===== config.mk =====
export PLATFORM = sky130hd
export DESIGN_NAME = imm_extend_stage
export DESIGN_NICKNAME = d
export VERILOG_FILES = /design/src/rtl/imm_pkg.sv /design/src/rtl/imm_decode.sv /design/src/rtl/imm_extend_stage.sv
export SDC_FILE = /design/constraint.sdc
export NUM_CORES = 1
export LEC_CHECK = 0
export ABC_AREA = 1
export CAP_MARGIN = 20
export CORE_AREA = 8 8 150 152
export DETAILED_ROUTE_END_ITERATION = 6
export DIE_AREA = 0 0 158 160
export MAX_ROUTING_LAYER = met4
export PLACE_DENSITY = 0.76
export SYNTH_ARGS = -nofsm -noshare
export SYNTH_HDL_FRONTEND = slang
export SYNTH_SLANG_ARGS = --single-unit

===== constraint.sdc =====
create_clock -name clk -period 1.46 [get_ports clk]
set_input_delay 0.146 -clock clk [delete_from_list [all_inputs] [get_ports clk]]
set_output_delay 0.146 -clock clk [all_outputs]
set_load 0.05 [all_outputs]

===== src/rtl/imm_pkg.sv =====
// Shared types and opcode constants for the immediate extend stage.
// Holds the format code enum and the RV32/RV64 base opcodes that the decoder recognises.
package imm_pkg;

    typedef enum logic [2:0] {
        FMT_NONE = 3'd0,
        FMT_R    = 3'd1,
        FMT_I    = 3'd2,
        FMT_S    = 3'd3,
        FMT_B    = 3'd4,
        FMT_U    = 3'd5,
        FMT_J    = 3'd6,
        FMT_CSR  = 3'd7
    } imm_fmt_e;

    localparam logic [6:0] OPC_LOAD      = 7'b0000011;
    localparam logic [6:0] OPC_MISC_MEM  = 7'b0001111;
    localparam logic [6:0] OPC_OP_IMM    = 7'b0010011;
    localparam logic [6:0] OPC_AUIPC     = 7'b0010111;
    localparam logic [6:0] OPC_OP_IMM_32 = 7'b0011011;
    localparam logic [6:0] OPC_STORE     = 7'b0100011;
    localparam logic [6:0] OPC_OP        = 7'b0110011;
    localparam logic [6:0] OPC_LUI       = 7'b0110111;
    localparam logic [6:0] OPC_OP_32     = 7'b0111011;
    localparam logic [6:0] OPC_BRANCH    = 7'b1100011;
    localparam logic [6:0] OPC_JALR      = 7'b1100111;
    localparam logic [6:0] OPC_JAL       = 7'b1101111;
    localparam logic [6:0] OPC_SYSTEM    = 7'b1110011;

    localparam logic [2:0] F3_SYS_ILLEGAL = 3'b100;

endpackage


===== src/rtl/imm_decode.sv =====
// Combinational RISC-V immediate decoder: classifies the instruction format,
// sign-extends the immediate to XLEN and flags encodings this stage does not support.
module imm_decode
    import imm_pkg::*;
#(
    parameter int XLEN = 32
) (
    input  logic [31:0]     instr,
    output logic [XLEN-1:0] imm,
    output imm_fmt_e        fmt,
    output logic            illegal
);

    typedef struct packed {
        logic [XLEN-1:0] imm;
        imm_fmt_e        fmt;
        logic            illegal;
    } dec_res_t;

    localparam bit IS_RV64 = (XLEN == 64);

    dec_res_t   res;
    logic [6:0] opcode;
    logic [2:0] funct3;

    assign opcode = instr[6:0];
    assign funct3 = instr[14:12];

    // Each format's raw immediate is sign-extended by a signed size cast to XLEN.
    always_comb begin
        res.imm     = '0;
        res.fmt     = FMT_NONE;
        res.illegal = 1'b0;
        if (instr[1:0] != 2'b11) begin
            res.illegal = 1'b1;
        end else begin
            case (opcode)
                OPC_OP: begin
                    res.fmt = FMT_R;
                end
                OPC_OP_32: begin
                    if (IS_RV64) res.fmt = FMT_R;
                    else         res.illegal = 1'b1;
                end
                OPC_LOAD, OPC_OP_IMM, OPC_JALR, OPC_MISC_MEM: begin
                    res.fmt = FMT_I;
                    res.imm = XLEN'($signed(instr[31:20]));
                end
                OPC_OP_IMM_32: begin
                    if (IS_RV64) begin
                        res.fmt = FMT_I;
                        res.imm = XLEN'($signed(instr[31:20]));
                    end else begin
                        res.illegal = 1'b1;
                    end
                end
                OPC_STORE: begin
                    res.fmt = FMT_S;
                    res.imm = XLEN'($signed({instr[31:25], instr[11:7]}));
                end
                OPC_BRANCH: begin
                    res.fmt = FMT_B;
                    res.imm = XLEN'($signed({instr[31], instr[7], instr[30:25],
                                             instr[11:8], 1'b0}));
                end
                OPC_LUI, OPC_AUIPC: begin
                    res.fmt = FMT_U;
                    res.imm = XLEN'($signed({instr[31:12], 12'b0}));
                end
                OPC_JAL: begin
                    res.fmt = FMT_J;
                    res.imm = XLEN'($signed({instr[31], instr[19:12], instr[20],
                                             instr[30:21], 1'b0}));
                end
                OPC_SYSTEM: begin
                    if (funct3 == F3_SYS_ILLEGAL) begin
                        res.illegal = 1'b1;
                    end else if (funct3[2]) begin
                        // CSR immediate forms carry an unsigned 5-bit zimm in the rs1 field.
                        res.fmt = FMT_CSR;
                        res.imm = XLEN'(instr[19:15]);
                    end else begin
                        res.fmt = FMT_I;
                        res.imm = XLEN'($signed(instr[31:20]));
                    end
                end
                default: begin
                    res.illegal = 1'b1;
                end
            endcase
        end
    end

    assign imm     = res.imm;
    assign fmt     = res.fmt;
    assign illegal = res.illegal;

endmodule


===== src/rtl/imm_extend_stage.sv =====
// One-stage registered immediate extender between fetch and decode, with an
// optional second (skid) entry so in_ready can come straight from a flop.
module imm_extend_stage
    import imm_pkg::*;
#(
    parameter int XLEN = 32,
    parameter bit SKID = 1'b1
) (
    input  logic            clk,
    input  logic            rst_n,
    input  logic            flush,
    input  logic            in_valid,
    output logic            in_ready,
    input  logic [31:0]     in_instr,
    input  logic [XLEN-1:0] in_pc,
    output logic            out_valid,
    input  logic            out_ready,
    output logic [31:0]     out_instr,
    output logic [XLEN-1:0] out_pc,
    output logic [XLEN-1:0] out_imm,
    output imm_fmt_e        out_fmt,
    output logic            out_illegal
);

    // Handshake: a transfer happens on any edge where valid && ready on that side;
    // valid never waits on ready, and a held output does not change until it transfers.

    typedef struct packed {
        logic [31:0]     instr;
        logic [XLEN-1:0] pc;
        logic [XLEN-1:0] imm;
        imm_fmt_e        fmt;
        logic            illegal;
    } entry_t;

    entry_t          in_ent;
    entry_t          out_d, out_q;
    entry_t          skid_d, skid_q;
    logic            out_valid_d, out_valid_q;
    logic            skid_valid_d, skid_valid_q;
    logic            in_fire;
    logic [XLEN-1:0] dec_imm;
    imm_fmt_e        dec_fmt;
    logic            dec_illegal;

    imm_decode #(
        .XLEN(XLEN)
    ) u_decode (
        .instr   (in_instr),
        .imm     (dec_imm),
        .fmt     (dec_fmt),
        .illegal (dec_illegal)
    );

    assign in_ent.instr   = in_instr;
    assign in_ent.pc      = in_pc;
    assign in_ent.imm     = dec_imm;
    assign in_ent.fmt     = dec_fmt;
    assign in_ent.illegal = dec_illegal;

    // With SKID the skid flag alone gates input; without it the stage can only
    // take an entry when the output register is empty or draining this cycle.
    assign in_ready = SKID ? !skid_valid_q : (!out_valid_q || out_ready);
    assign in_fire  = in_valid && in_ready;

    always_comb begin
        out_d        = out_q;
        skid_d       = skid_q;
        out_valid_d  = out_valid_q;
        skid_valid_d = skid_valid_q;
        if (flush) begin
            out_valid_d  = 1'b0;
            skid_valid_d = 1'b0;
        end else if (!out_valid_q || out_ready) begin
            // The skid entry is older than anything on the input, so it drains first.
            if (skid_valid_q) begin
                out_d        = skid_q;
                out_valid_d  = 1'b1;
                skid_valid_d = 1'b0;
            end else if (in_fire) begin
                out_d       = in_ent;
                out_valid_d = 1'b1;
            end else begin
                out_valid_d = 1'b0;
            end
        end else if (in_fire) begin
            skid_d       = in_ent;
            skid_valid_d = 1'b1;
        end
    end

    always_ff @(posedge clk or negedge rst_n) begin
        if (!rst_n) begin
            out_q        <= '0;
            skid_q       <= '0;
            out_valid_q  <= 1'b0;
            skid_valid_q <= 1'b0;
        end else begin
            out_q        <= out_d;
            skid_q       <= skid_d;
            out_valid_q  <= out_valid_d;
            skid_valid_q <= skid_valid_d;
        end
    end

    assign out_valid   = out_valid_q;
    assign out_instr   = out_q.instr;
    assign out_pc      = out_q.pc;
    assign out_imm     = out_q.imm;
    assign out_fmt     = out_q.fmt;
    assign out_illegal = out_q.illegal;

endmodule


### Yosys cells after proc, flatten, opt, wreduce, memory -nomap -nowiden

Cells that the tools add are included.
W data, S select, Z words.

| storage, ports and cells | value |
|---|---|
| flip-flop bits (word level) | 202 |
| logic and storage cells | 56 |

| operators by class | value |
|---|---|
| equal/unequal tests | 13 |
| mux-type cells | 17 |
| bitwise gates (word level) | 2 |
| reduce and logical (&&, ||, !) cells | 12 |

Operator list:

| operator | number |
|---|---|
| $mux W100 | 2 |
| $pmux W32 S6 | 1 |
| $mux W35 | 3 |
| $eq A7 B7 Y1 const B | 4 |
| $eq A7 B6 Y1 const B | 3 |
| $pmux W3 S7 | 1 |
| $eq A7 B5 Y1 const B | 2 |
| $reduce_or A10 Y1 | 1 |
| $mux W1 | 9 |
| $eq A7 B2 Y1 const B | 1 |
| $eq A7 B4 Y1 const B | 1 |
| $reduce_and A3 Y1 | 2 |
| $reduce_bool A2 Y1 | 2 |
| $reduce_or A4 Y1 | 1 |
| $eq A3 B3 Y1 const B | 1 |
| $reduce_bool A3 Y1 | 1 |
| $logic_not A1 Y1 | 2 |
| $ne A2 B2 Y1 const B | 1 |
| $not A1 Y1 | 2 |
| $pmux W1 S2 | 1 |
| $reduce_or A2 Y1 | 1 |
| $logic_and A1 B1 Y1 | 1 |
| $logic_or A1 B1 Y1 | 1 |

### Depth between registers and ports, before layout

| logic depth | value |
|---|---|
| depth in word-level cells | 6 |
| mapped depth | 13 |
| gate-level depth less buffers | 12 |

### By module

A second synthesis with hierarchy kept.

| unflattened totals | value |
|---|---|
| cell total of the unflattened synthesis | 1,463 |
| area total of the unflattened synthesis | 10,367.4 µm² |

By module, submodules not included:

| module | times used | cells an instance | area each (µm²) | sequential area each (µm²) |
|---|---|---|---|---|
| imm_extend_stage | 1 | 1,205 | 9,253.9 | 5,054.8 |
| imm_decode | 1 | 258 | 1,113.6 | 0.0 |

### Least setup slack after synthesis

OpenSTA, ideal clock, no wires.

| timing | value |
|---|---|
| kind | register to register |
| start | reg out_valid_q (netlist: out_valid) |
| end | reg skid_q[91] in the netlist's numbering |
| data arrival time | 1.700 ns |
| data required time | 1.330 ns |
| setup slack | -0.370 ns |
| stages on the path, launching flop included | 11 |
| cell sequence | dfrtp_1 inv_1 nor2_1 inv_1 or2_1 nor3_2 inv_2 buf_4 buf_6 nand2_1 o21ai_0 |

| between the ends | value |
|---|---|
| word-level cells in the longest chain between the ends | 4 |

RTL lines:

| item | line | text |
|---|---|---|
| from (decl) | imm_extend_stage.sv:39 | `logic out_valid_d, out_valid_q;` |
| from (signal assigned) | imm_extend_stage.sv:101 | `out_valid_q <= out_valid_d;` |
| $logic_not A1 Y1 | imm_extend_stage.sv:74 | `end else if (!out_valid_q \|\| out_ready) begin` |
| $logic_or A1 B1 Y1 | imm_extend_stage.sv:74 |  |
| $not A1 Y1 (no line) | -- |  |
| $reduce_and A3 Y1 (no line) | -- |  |
| to (signal assigned) | imm_extend_stage.sv:100 | `skid_q <= skid_d;` |
| to (decl) | imm_extend_stage.sv:38 | `entry_t skid_d, skid_q;` |

Every way passes these cells.
A chain may end at the register's enable or synchronous reset.

### Worst setup path after layout

| timing | value |
|---|---|
| start | reg out_valid_q (netlist: out_valid) |
| end | reg skid_q[32] in the netlist's numbering |

Same word-level chain as after synthesis.

==> run metrics <==
crit start category register; post-route total power 17.93 mW; Crit. End Element register; skew final 0.01894 ns; leak pwr 7.307 nW; vias per std cell 5.384; die height 160 um; GR Util All Layers 0.2254; crit share post-route 1.219; worst-margin pin slew 0.3780 ns; R2R Path Start out_valid; Data required, critical path 1.86 ns; HP Class in -> reg; vias in the first global route 8,598; WHS Path Cells 3; Synth warnings 0; Mapped Nets 1,293; DRC viols 12; CTS tree built; gp weighted congestion 0.9417; min Tclk post-route 1.780 ns; Rel. slew slack 0.7480; Routed WL 31,910 um; Seq/Total Area, Yosys 0.5338; hold endpoint skid_q[69]; combinational power share 0.266; Arr. time, crit path 2.18 ns; Pins Over Slew Limit 0; Distinct cells, synth 26; maximum VDD drop 0.0008386 V; largest net degree at the start of global routing 70; area grow syn2layout 46.21%; Final setup viols 127; first-pass GRT wire length 44,910 um; Cell Area, Synth 9470 um^2; Sw Ratio 0.3290; hold_ws 0.01270 ns; worst setup margin -0.3202 ns; reg-to-reg slack, setup -0.32 ns; insertion delay to the later sink of the worst-skew pair 0.50 ns; sw power 5.899 mW; die area 25,280 um^2; Initial Util 0.4726; Clock Tree Buf Depth 3; clock power share 0.321; DR iter-0 viols 1,005; failing checks DRC, setup timing; Flop pwr share 0.413; TritonCTS buffer count 23; ANT nets after route 0; fin util 0.6910; Yosys reg bits 202; nets@finish 1,534; R2R depth 10; Max Cap Viol 0; Peak Freq 0.5617 GHz; CTS sink cnt 202; H-tree depth 1; reg2reg end skid_q[32]; total number of vias 9,438; GRT Residual Overflow 0; CTS clk-pin slew, worst paths 0.06 ns; Rows 52; count of final hold-check violations 0; syn avg cell area 7.737 um^2; drt pass-1 iters 7; CP Class reg -> reg; Ports 171; Gate Count Post-Synth 1,224; port bufs 170; PwrDens 1295 nW/um^2; Fillers 1,516; RSZ-0062 raised after global routing yes; status complete, but fails checks; layout cells sized above 1 0.2257; HPWL Detailed 19,060 um; Int Power 12.03 mW; die width 158 um; Crit Path Max Fanout 7; hold path startpoint in_instr[1]; core area 20,040 um^2; initial antenna violation count 3; root buf cell clkbuf_16; WL per Instance 18.20 um
repair_timing:
item,CTS,global route
pin swaps,2,6
buffers inserted,2,7
resized for setup,27,139
setup endpoints to repair,199,201
cloned,4,16
hold buffers,1,0
hold endpoints to repair,202,0
worst max-delay path by stage:
stage                      startpoint           to  cells past startpoint
final                       out_valid   skid_q[32]                     10
after detailed placement  in_instr[0]  out_imm[14]                     13
after global routing        out_valid   skid_q[32]                     10
after floorplan             out_valid   skid_q[71]                     10
after CTS                   out_valid   skid_q[58]                     10
after global placement    in_instr[0]  out_imm[17]                     13
power groups by stage:
stage                     Sequential [mW]  Combinational (mW)  Clock [mW]
after floorplan                      8.63                1.23           0
after global placement               7.35                4.31           0
after detailed placement             7.40                4.39           0
after CTS                            7.32                4.45        5.81
after global routing                 7.51                5.09        6.03
final                                7.40                4.77        5.76
logic make-up (layout without fill, tap and decap cells):
group / count (synthesis) / in the layout / share of synthesized area
AO/OA/AOI/OAI: 247 / 247 / 0.1342
buffers and inverters: 157 / 411 / 0.07280
flip-flops: 202 / 202 / 0.5338
AND/OR/NAND/NOR: 618 / 620 / 0.2592
other: 0 / 3 / 0
critical path, cell delays in order, from the launching register on:
cell and delay (ns):
dfrtp_2 0.37, inv_2 0.04, nor2_1 0.10, inv_1 0.08
or2_4 0.24, nor3_4 0.17, buf_6 0.15, buf_12 0.14
buf_8 0.13, nor2_2 0.05, a31oi_1 0.21
registers in the layout, indices dropped and copies added, names as in the netlist:
| register | count |
|---|---|
| skid_q | 100 |
| out_imm | 32 |
| out_instr | 32 |
| out_pc | 32 |
| out_fmt | 3 |
| out_illegal | 1 |
| out_valid | 1 |
| skid_valid_q | 1 |
cell usage after synthesis (all sizes together):
library cell	count	share of area
nand2	386	0.15
o21ai	214	0.11
dfrtp	202	0.53
nor2	172	0.071
inv	83	0.033
nand3	47	0.025
clkbuf	45	0.018
buf	28	0.022
a31oi	26	0.017
nand4	7	0.0046
a21oi	6	0.0032
nor3	5	0.0032
clkinv	1	0.00040
o21bai	1	0.00079
or2	1	0.00066
final cells by class:
cell class | instances | area [um^2] | share of cell area
sequential | 202 | 5057 | 0.3652
antenna | 3 | 7.507 | 0.0005422
clock buffer | 33 | 663.1 | 0.04789
tap | 270 | 337.8 | 0.02440
clock inverter | 7 | 85.08 | 0.006144
inverter | 84 | 336.6 | 0.02431
timing repair buffer | 287 | 3381 | 0.2441
multi-input combinational | 867 | 3979 | 0.2873
per-layer routing:
layer,wire (um),part of all wire,vias up,global-route usage
met1,13270,0.42,4477,0.3129
met5,0,0,-,-
met4,994,0.031,0,0.06732
met3,2595,0.081,73,0.02807
li1,-,-,4415,-
met2,15050,0.47,473,0.3405
through the flow:
step | TNS (ns) | setup WS (ns) | area (um^2) | instances
6_report | -21.46 | -0.3202 | 13850 | 1753
5_1_grt | -30.38 | -0.3791 | 13850 | 1753
4_1_cts | -27.80 | -0.2402 | 13090 | 1727
3_5_place_dp | -77.93 | -0.5344 | 12150 | 1680
3_3_place_gp | -71.52 | -0.4852 | 12150 | 1680
2_1_floorplan | -16.50 | -0.2120 | 9519 | 1224
placed cells by master (no fill, tap or decap), types with 3 or more instances in the layout:
cell type and n:
dlymetal6s2s_1 7, clkbuf_16 37, clkbuf_8 6, a21oi_1 5, o21ai_1 61, nor3_1 3, buf_16 8, nand2_2 32
inv_1 76, clkdlybuf4s50_1 60, diode_2 3, o21ai_2 12, nand4_1 7, nand3_1 45, nor2_4 6, nor2_1 157
buf_6 5, buf_4 143, clkinv_2 5, nand2_4 4, o21ai_0 141, nand2_1 350, a31oi_1 26, nor2_2 9
inv_2 5, clkbuf_1 5, buf_12 46, dfrtp_1 200
Note: power is estimated with default switching activity, not from simulation.
